[config.mk]
export PLATFORM = sky130hd
export DESIGN_NAME = ldm_stm_sequencer
export DESIGN_NICKNAME = d
export VERILOG_FILES = /design/src/rtl/ldm_stm_sequencer.sv
export SDC_FILE = /design/constraint.sdc
export NUM_CORES = 1
export LEC_CHECK = 0
export BUFFER_PORTS_ARGS = -buffer_cell sky130_fd_sc_hd__buf_2
export CORE_AREA = 4 4 192 194
export CTS_BUF_LIST = sky130_fd_sc_hd__clkbuf_2 sky130_fd_sc_hd__clkbuf_4 sky130_fd_sc_hd__clkbuf_8
export DETAILED_ROUTE_END_ITERATION = 10
export DIE_AREA = 0 0 196 198
export HOLD_SLACK_MARGIN = 0.02
export SYNTH_ARGS = -nofsm -noshare
export SYNTH_HDL_FRONTEND = slang
export SYNTH_SLANG_ARGS = --single-unit
export TNS_END_PERCENT = 30
[constraint.sdc]
create_clock -name clk -period 7 [get_ports clk]
set_input_delay 1.4 -clock clk [delete_from_list [all_inputs] [get_ports clk]]
set_output_delay 1.4 -clock clk [all_outputs]
set_load 0.02 [all_outputs]
[src/rtl/ldm_stm_sequencer.sv]
// Multi-register LDM/STM/PUSH/POP sequencer: walks a register list low-to-high, does one
// word access per register through register_file and data memory, then optionally writes back the base.
module ldm_stm_sequencer #(
  parameter int MEM_WAIT_MAX = 16
) (
  input  logic        clk,
  input  logic        rst,
  input  logic        start,
  input  logic        is_load,
  input  logic        dec_before,
  input  logic        writeback,
  input  logic [3:0]  base_reg,
  input  logic [31:0] base_addr,
  input  logic [15:0] reg_list,
  input  logic [31:0] pc_value,
  output logic [3:0]  rf_read_addr,
  input  logic [31:0] rf_read_data,
  output logic [3:0]  rf_write_addr,
  output logic [31:0] rf_write_data,
  output logic        rf_write_en,
  output logic        mem_req,
  output logic        mem_we,
  output logic [31:0] mem_addr,
  output logic [31:0] mem_wdata,
  input  logic [31:0] mem_rdata,
  input  logic        mem_ready,
  output logic        pc_load_valid,
  output logic [31:0] pc_load_value,
  output logic        busy,
  output logic        done,
  output logic        bus_err,
  output logic [1:0]  dbg_state
);

  typedef enum logic [1:0] {
    S_IDLE = 2'd0,
    S_XFER = 2'd1,
    S_WB   = 2'd2,
    S_DONE = 2'd3
  } state_t;

  localparam int WDW = (MEM_WAIT_MAX > 0) ? $clog2(MEM_WAIT_MAX + 1) : 1;

  state_t        state_q, state_d;
  logic [15:0]   list_q, list_d;
  logic          load_q, load_d;
  logic          wb_q, wb_d;
  logic [3:0]    base_q, base_d;
  logic [31:0]   final_q, final_d;
  logic [31:0]   pcst_q, pcst_d;
  logic          req_q, req_d;
  logic          we_q, we_d;
  logic [31:0]   addr_q, addr_d;
  logic [WDW-1:0] wdog_q, wdog_d;
  logic          pcv_q, pcv_d;
  logic [31:0]   pcval_q, pcval_d;
  logic          err_q, err_d;

  logic [4:0]    cnt;
  logic [31:0]   span;
  logic [31:0]   start_addr;
  logic [31:0]   final_addr;
  logic [3:0]    idx;
  logic [15:0]   list_rest;
  logic          accept;
  logic          wait_cyc;
  logic          wd_expire;

  // Address window from the launch-time list size.
  always_comb begin
    cnt = '0;
    for (int i = 0; i < 16; i++) begin
      cnt = cnt + {4'd0, reg_list[i]};
    end
    span       = {25'd0, cnt, 2'b00};
    start_addr = dec_before ? (base_addr - span) : base_addr;
    final_addr = dec_before ? start_addr : (base_addr + span);
  end

  always_comb begin
    idx = '0;
    for (int i = 15; i >= 0; i--) begin
      if (list_q[i]) idx = 4'(i);
    end
  end

  // Memory handshake: mem_req/mem_addr/mem_we/mem_wdata stay put until the
  // edge where mem_req & mem_ready are both high; that edge completes the transfer.
  assign list_rest = list_q & (list_q - 16'd1);
  assign accept    = req_q & mem_ready;
  assign wait_cyc  = req_q & ~mem_ready;
  assign wd_expire = (MEM_WAIT_MAX != 0) && wait_cyc && (wdog_q == WDW'(MEM_WAIT_MAX));

  always_comb begin
    state_d = state_q;
    list_d  = list_q;
    load_d  = load_q;
    wb_d    = wb_q;
    base_d  = base_q;
    final_d = final_q;
    pcst_d  = pcst_q;
    req_d   = req_q;
    we_d    = we_q;
    addr_d  = addr_q;
    wdog_d  = wdog_q;
    pcv_d   = 1'b0;
    pcval_d = pcval_q;
    err_d   = 1'b0;
    case (state_q)
      S_IDLE: begin
        if (start) begin
          list_d  = reg_list;
          load_d  = is_load;
          wb_d    = writeback & ~(is_load & reg_list[base_reg]);
          base_d  = base_reg;
          final_d = final_addr;
          pcst_d  = pc_value;
          wdog_d  = '0;
          if (reg_list != 16'd0) begin
            state_d = S_XFER;
            req_d   = 1'b1;
            we_d    = ~is_load;
            addr_d  = start_addr;
          end else begin
            state_d = S_DONE;
          end
        end
      end
      S_XFER: begin
        if (accept) begin
          list_d = list_rest;
          wdog_d = '0;
          if (load_q && (idx == 4'd15)) begin
            pcv_d   = 1'b1;
            pcval_d = {mem_rdata[31:1], 1'b0};
          end
          if (list_rest != 16'd0) begin
            addr_d = addr_q + 32'd4;
          end else begin
            req_d   = 1'b0;
            we_d    = 1'b0;
            state_d = wb_q ? S_WB : S_DONE;
          end
        end else if (wd_expire) begin
          req_d   = 1'b0;
          we_d    = 1'b0;
          list_d  = '0;
          err_d   = 1'b1;
          state_d = S_DONE;
        end else if (wait_cyc && (MEM_WAIT_MAX != 0)) begin
          wdog_d = wdog_q + WDW'(1);
        end
      end
      S_WB:    state_d = S_DONE;
      S_DONE:  state_d = S_IDLE;
      default: state_d = S_IDLE;
    endcase
  end

  always_ff @(posedge clk or posedge rst) begin
    if (rst) begin
      state_q <= S_IDLE;
      list_q  <= '0;
      load_q  <= 1'b0;
      wb_q    <= 1'b0;
      base_q  <= '0;
      final_q <= '0;
      pcst_q  <= '0;
      req_q   <= 1'b0;
      we_q    <= 1'b0;
      addr_q  <= '0;
      wdog_q  <= '0;
      pcv_q   <= 1'b0;
      pcval_q <= '0;
      err_q   <= 1'b0;
    end else begin
      state_q <= state_d;
      list_q  <= list_d;
      load_q  <= load_d;
      wb_q    <= wb_d;
      base_q  <= base_d;
      final_q <= final_d;
      pcst_q  <= pcst_d;
      req_q   <= req_d;
      we_q    <= we_d;
      addr_q  <= addr_d;
      wdog_q  <= wdog_d;
      pcv_q   <= pcv_d;
      pcval_q <= pcval_d;
      err_q   <= err_d;
    end
  end

  // Load data goes straight through so register_file captures it on the accept edge.
  always_comb begin
    rf_write_en   = 1'b0;
    rf_write_addr = '0;
    rf_write_data = '0;
    if ((state_q == S_XFER) && accept && load_q && (idx != 4'd15)) begin
      rf_write_en   = 1'b1;
      rf_write_addr = idx;
      rf_write_data = mem_rdata;
    end else if (state_q == S_WB) begin
      rf_write_en   = 1'b1;
      rf_write_addr = base_q;
      rf_write_data = final_q;
    end
  end

  assign rf_read_addr  = idx;
  assign mem_req       = req_q;
  assign mem_we        = we_q;
  assign mem_addr      = addr_q;
  assign mem_wdata     = (req_q && we_q) ? ((idx == 4'd15) ? pcst_q : rf_read_data) : 32'd0;
  assign pc_load_valid = pcv_q;
  assign pc_load_value = pcval_q;
  assign busy          = (state_q != S_IDLE);
  assign done          = (state_q == S_DONE);
  assign bus_err       = err_q;
  assign dbg_state     = state_q;

endmodule

; ---- Yosys cells after proc, flatten, opt, wreduce, memory -nomap -nowiden
; Index checks and enable logic that the tools add are counted.
[word_totals]
input_bits = 155
wordCells = 139
mem_bits_ro = 0
latch_bits = 0
out_inout_bits = 145
ram_bits = 0
memories = 0
register_bits = 160
[op_classes]
muxes = 64
bitwise_logic = 8
n_div = 0
n_lt_le_gt_ge = 1
add_sub_neg = 20
mul = 0
n_shift = 0
n_eq_ne = 14
n_reduce_logical = 18
[ops]
columns = op, n
row1 = 32-bit 2-to-1 mux, 10
row2 = 4-bit 2-to-1 mux, 18
row3 = 32-bit case mux with 2 select lines, 1
row4 = 5-bit by 1-bit adder with 5-bit output, 11
row5 = 16-bit 2-to-1 mux, 3
row6 = 32-bit by 3-bit adder with 32-bit output (second input constant), 1
row7 = 32-bit by 7-bit adder with 32-bit output, 1
row8 = 16-bit case mux with 2 select lines, 1
row9 = 16-bit nonzero test, 2
row10 = 32-bit by 7-bit subtractor with 32-bit output, 1
row11 = 5-bit 2-to-1 mux, 4
row12 = 1-bit 2-to-1 mux, 17
row13 = 16-bit bitwise AND, 1
row14 = 16-bit by 1-bit subtractor with 16-bit output (second input constant), 1
row15 = 3-bit inequality test (second input constant), 4
row16 = 2-bit 2-to-1 mux, 5
row17 = 5-bit case mux with 2 select lines, 1
row18 = 5-bit AND reduction, 2
row19 = 3-bit AND reduction, 3
row20 = 2-bit inequality test (second input constant), 4
row21 = 2-bit case mux with 4 select lines, 1
row22 = 1-bit logical AND, 6
row23 = 4-bit by 1-bit adder with 5-bit output, 1
row24 = 5-bit by 1-bit adder with 5-bit output (second input constant), 1
row25 = other kinds (17), 25

; ---- Logic depth before layout (Yosys ltp)
[depth]
word_depth = 21
ltp_mapped = 22
mapped_depth_nobuf = 21

; ---- Worst setup path after synthesis
; Ideal clock, no wire load.
[synth_path]
path_type = input-to-reg
from = input reg_list[0]
to = register addr_q[23], in the netlist mem_addr[23]
setup_slack_ns = 0.600
path_buffers = 1
required_time_ns = 6.862
setup_time_ns = 0.138
cell_stages = 20
arrival_time_ns = 6.263
path_cell_list = inv_1 -> fa_1 -> fa_1 -> fa_1 -> fa_1 -> inv_1 -> ha_1 -> fa_1 -> a21o_1 -> and2_1 -> inv_1 -> ha_1 -> or3b_2 -> or4_1 -> nand3b_1 -> clkbuf_1 -> nor4_1 -> xnor2_1 -> o32a_1 -> o31ai_1
[synth_between]
elab_chain_len = 20
word_cells_on_any_way = 23
classes_between = add/sub: 16 / eq/ne: 1 / mux: 4 / reduce/logical: 2
[synth_rtl]
columns = item, line
row1 = "start, declared", 14  ; input logic [15:0] reg_list,
row2 = 1-bit by 1-bit adder with 2-bit output, 73  ; cnt = cnt + {4'd0, reg_list[i]};
row3 = 2-bit by 1-bit adder with 3-bit output, 73
row4 = 3-bit by 1-bit adder with 4-bit output, 73
row5 = 4-bit by 1-bit adder with 5-bit output, 73
row6 = 5-bit by 1-bit adder with 5-bit output (11 in series), 73
row7 = 32-bit by 7-bit subtractor with 32-bit output, 76  ; start_addr = dec_before ? (base_addr - span) : base_addr;
row8 = 32-bit 2-to-1 mux, 76
row9 = 32-bit 2-to-1 mux, 119  ; if (reg_list != 16'd0) begin
row10 = 32-bit 2-to-1 mux, 111  ; if (start) begin
row11 = 32-bit case mux with 2 select lines, 109  ; case (state_q)
row12 = "end signal, assigned", 186  ; addr_q <= addr_d;
row13 = "end, declared", 53  ; logic [31:0] addr_q, addr_d;
; Several ways; a longest one is shown, not always the timed one. The select of a mux whose other input is x is not followed.
; A chain may end at the register's enable or synchronous reset.

; ---- Final worst setup path
; Same ends and word-level chain as after synthesis.

==> summary.md <==
| Metric | Value |
|---|---|
| CP cell instances | `buf_2, inv_1, fa_1, fa_1, fa_1, fa_1, inv_1, ha_1, fa_1, a21o_1, and2_1, inv_1, ha_1, or3b_2, or4_1, nand3b_1, buf_12, nor4_1, xnor2_1, o32a_1, o31ai_1` |
| Most instantiated cells after synthesis | `dfrtp_1 (160), nand2_1 (145), nor2_1 (86)` |
| Buf/Inv on CP | `5` |
| Slowest stage cell, crit path | `fa_1` |
| Slew Viols, Final | `0` |
| Std cell rows | `69` |
| Nets | `1586` |
| CTS tree | `built` |
| Reg2reg start | `dbg_state[1]` |
| Switching Share | `0.5032` |
| Adder-Cell Fraction of Synth Area | `0.05418` |
| Fin crit period | `6.457 ns` |
| Most frequent CP cell | `fa_1` |
| Worst setup EP type | `flop` |
| Area Overhead vs Synth | `22.36%` |
| HPWL after detailed placement | `26410 µm` |
| Post-synth EDFFs | `0` |
| Setup bufs post-CTS | `0` |
| DIE AREA | `38810 µm²` |
| XOR/XNOR Fraction of Synth Area | `0.05057` |
| H-tree depth | `4` |
| Mux cell area share after synthesis | `0.1263` |
| Hold Path Depth | `2` |
| Routed Antenna Nets | `0` |
| Max Fclk | `0.1549 GHz` |
| RR Endpoint | `mem_addr[24]` |
| # IOs | `300` |
| Top cell type's share of synthesized area | `0.3853` |
| Slew margin rel. | `0.3049` |
| Share of cells above drive strength 1 | `0.3184` |
| Yosys synthesis warning count | `0` |
| # DRC | `0` |
| Yosys reg bits | `160` |
| Part of the cycle the worst path needs | `0.9225` |
| RSZ-0062 raised after global routing | `no` |
| Starting Density | `0.2950` |
| Critical path's top delay family | `adder cells` |
| Total grt overflow | `0` |
| Wire per inst | `18.26 µm` |
| Synth area leader | `dfrtp_1` |
| Clk_skew | `0.01543 ns` |
| Synth Cell Area | `10390 µm²` |
| CTS hold repair buffers | `0` |
| First-pass DRT Iterations | `7` |
| Drt total wl | `34130 µm` |
| Post-Synth Simple-Gate Area | `0.1941` |
| Largest net degree at the start of global routing | `72` |
| P per Cell Area | `437.9 nW/µm²` |
| Most used flip-flop cell after synthesis | `dfrtp_1` |
| Hold Path End | `mem_addr[0]` |
| Leak pwr | `0.006026 µW` |
| R2R cell count | `10` |
| First-pass GRT wire length | `52380 µm` |
| GRT Overall Usage | `0.1698` |
| GP Congestion | `0.8976` |
| Hold_sp | `mem_addr[0]` |
| Sequential Power Share | `0.303` |
| Vias in the first global route | `9393` |
| Clock buffer depth | `2` |
| Largest family of logic cells by synthesized area | `simple AND/OR/NAND/NOR gates` |
| Peak supply drop | `0.1560 mV` |
| Via/cell ratio | `5.101` |
| DIE HEIGHT | `198 µm` |
| Initial drt markers | `459` |
| Total vias in the final route | `9534` |
| Initial antenna violation count | `3` |
| Seq/Total Area, Yosys | `0.3853` |
| Maxcap violations | `0` |
| Worst-Margin Slew | `1.039 ns` |
| CP arrival | `6.80 ns` |
| Internal Power | `2767 µW` |
| Count of input and output buffers | `298` |
| CP max FO | `12` |
| Final setup viols | `0` |
| Final Hold Fails | `0` |
| Post-layout util | `0.3610` |
| Tot Pwr | `5569 µW` |
| Clk slew on worst S/H paths | `0.11 ns` |
| Clk pwr share | `0.123` |
| Min setup slack post-route | `0.5426 ns` |
| Pre-CTS setup slack | `0.08415 ns` |
| Clock sink count | `160` |
| Fin Hold WS | `0.4881 ns` |
| Top post-synthesis cells by area | `dfrtp_1 (39%), mux2_2 (7.7%), nand2_1 (5.2%), mux2i_1 (3.9%), xor2_1 (3.4%)` |
| Ys async rst share | `1.000` |
| Distinct cells, synth | `77` |
| Post-synthesis compound-gate area fraction | `0.1433` |
| Crit Path Category | `in2reg` |
| Worst setup SP type | `input port` |
| Die width | `196 µm` |
| Core area | `35220 µm²` |
| Mapped Avg Cell Area | `9.173 µm²` |
| CP required | `7.34 ns` |
| CTS resizes | `0` |
| Clk_lat worst skew | `0.48 ns` |
| R2R Setup Slk | `2.69 ns` |
| Net switching power | `2802 µW` |
| Setup total negative slack | `0 ns` |
| Inserted Clock Buffers | `17` |
| Count leader, synth | `dfrtp_1` |
| HP Class | `reg2reg` |
| Syn Nets | `1325` |
| Comb pwr share | `0.574` |
| Post-Syn Instances | `1133` |
| Status | `completed` |
| Slowest stage delay, CP | `0.59 ns` |
| Clock Tree Root | `clkbuf_8` |
-- metal layers --
metal,GRT usage,routed length (µm)
met3,0.04475,2364
met5,0,20
met1,0.2238,14970
met4,0.05198,667
met2,0.2751,16110
-- area by class of cell --
cell class	instances	area [µm²]
Sequential cell	160	4004
Tap cell	461	576.8
Timing Repair Buffer	314	1624
Fill cell	3658	22510
Multi-Input combinational cell	854	5952
Inverter	47	181.4
Antenna cell	1	2.502
Clock inverter	15	141.4
Clock buffer	17	234.0
-- sequential cells by signal, indices dropped and copies added (netlist names) --
| name | cells |
|---|---|
| final_q | 32 |
| mem_addr | 32 |
| pcst_q | 32 |
| pc_load_value | 31 |
| list_q | 16 |
| wdog_q | 5 |
| base_q | 4 |
| dbg_state | 2 |
| bus_err | 1 |
| load_q | 1 |
| mem_req | 1 |
| mem_we | 1 |
| pc_load_valid | 1 |
| wb_q | 1 |
-- worst register-to-register path, stage by stage, from the launching register on --
cell	delay, ns
dfrtp_1	0.48
inv_1	0.17
ha_2	0.20
buf_4	0.47
a21boi_0	0.45
a21oi_1	0.47
a21boi_1	0.68
buf_4	0.31
nand2_2	0.17
or4_1	0.55
a32o_1	0.26
-- power by group through the flow --
| stage | clock, µW | combinational, µW | sequential [µW] |
|---|---|---|---|
| after floorplan | 0 | 2140 | 1720 |
| after CTS | 713 | 3220 | 1680 |
| after detailed placement | 0 | 3210 | 1700 |
| after global placement | 0 | 3160 | 1690 |
| final | 683 | 3200 | 1690 |
| after global routing | 741 | 3510 | 1750 |
-- cells in the final DEF (no fill, tap or decap), types with 8 or more instances in the layout --
cell type / count
buf_2: 298
dfrtp_1: 160
nand2_1: 144
nor2_1: 85
mux2_2: 71
o21ai_0: 67
nand3_1: 50
inv_1: 45
a21oi_1: 43
xor2_1: 40
mux2i_1: 40
ha_1: 24
nor3_1: 21
nand4_1: 20
xnor2_1: 20
or3_1: 17
clkbuf_8: 17
nor4_1: 15
buf_4: 15
o22ai_1: 14
and3_1: 14
a22o_1: 13
a31oi_1: 12
fa_1: 12
or4_1: 9
a21o_1: 9
a211oi_1: 8
a311oi_1: 8
inv_6: 8
-- per-stage QoR --
step	instance area, µm²	instances
floorplan	10390	1133
global placement	12340	1836
detailed placement	12340	1836
CTS	12710	1868
global route	12720	1869
finish	12720	1869
-- kinds of logic (layout without fill, tap and decap cells) --
kind of cell               after synthesis  after routing
other                                    1              2
DFF                                    160            160
AOI/OAI and AO/OA                      224            224
adders and majority gates               38             38
xor gates and xnor gates                60             60
and+or+nand+nor                        415            415
muxes                                  116            116
buffers and inverters                  119            393
-- how the worst max path moves through the flow --
| stage | to | cells after the start | start | slack [ns] |
|---|---|---|---|---|
| 6_report | mem_addr[23] | 21 | reg_list[0] | 0.54 |
| 3_3_place_gp | mem_addr[23] | 21 | reg_list[0] | 0.18 |
| 3_5_place_dp | mem_addr[23] | 21 | reg_list[0] | 0.08 |
| 5_1_grt | mem_addr[23] | 21 | reg_list[0] | 0.35 |
| 2_1_floorplan | mem_addr[23] | 20 | reg_list[0] | 0.60 |
| 4_1_cts | mem_addr[23] | 21 | reg_list[0] | 0.59 |
(Power assumes the default switching activity.)
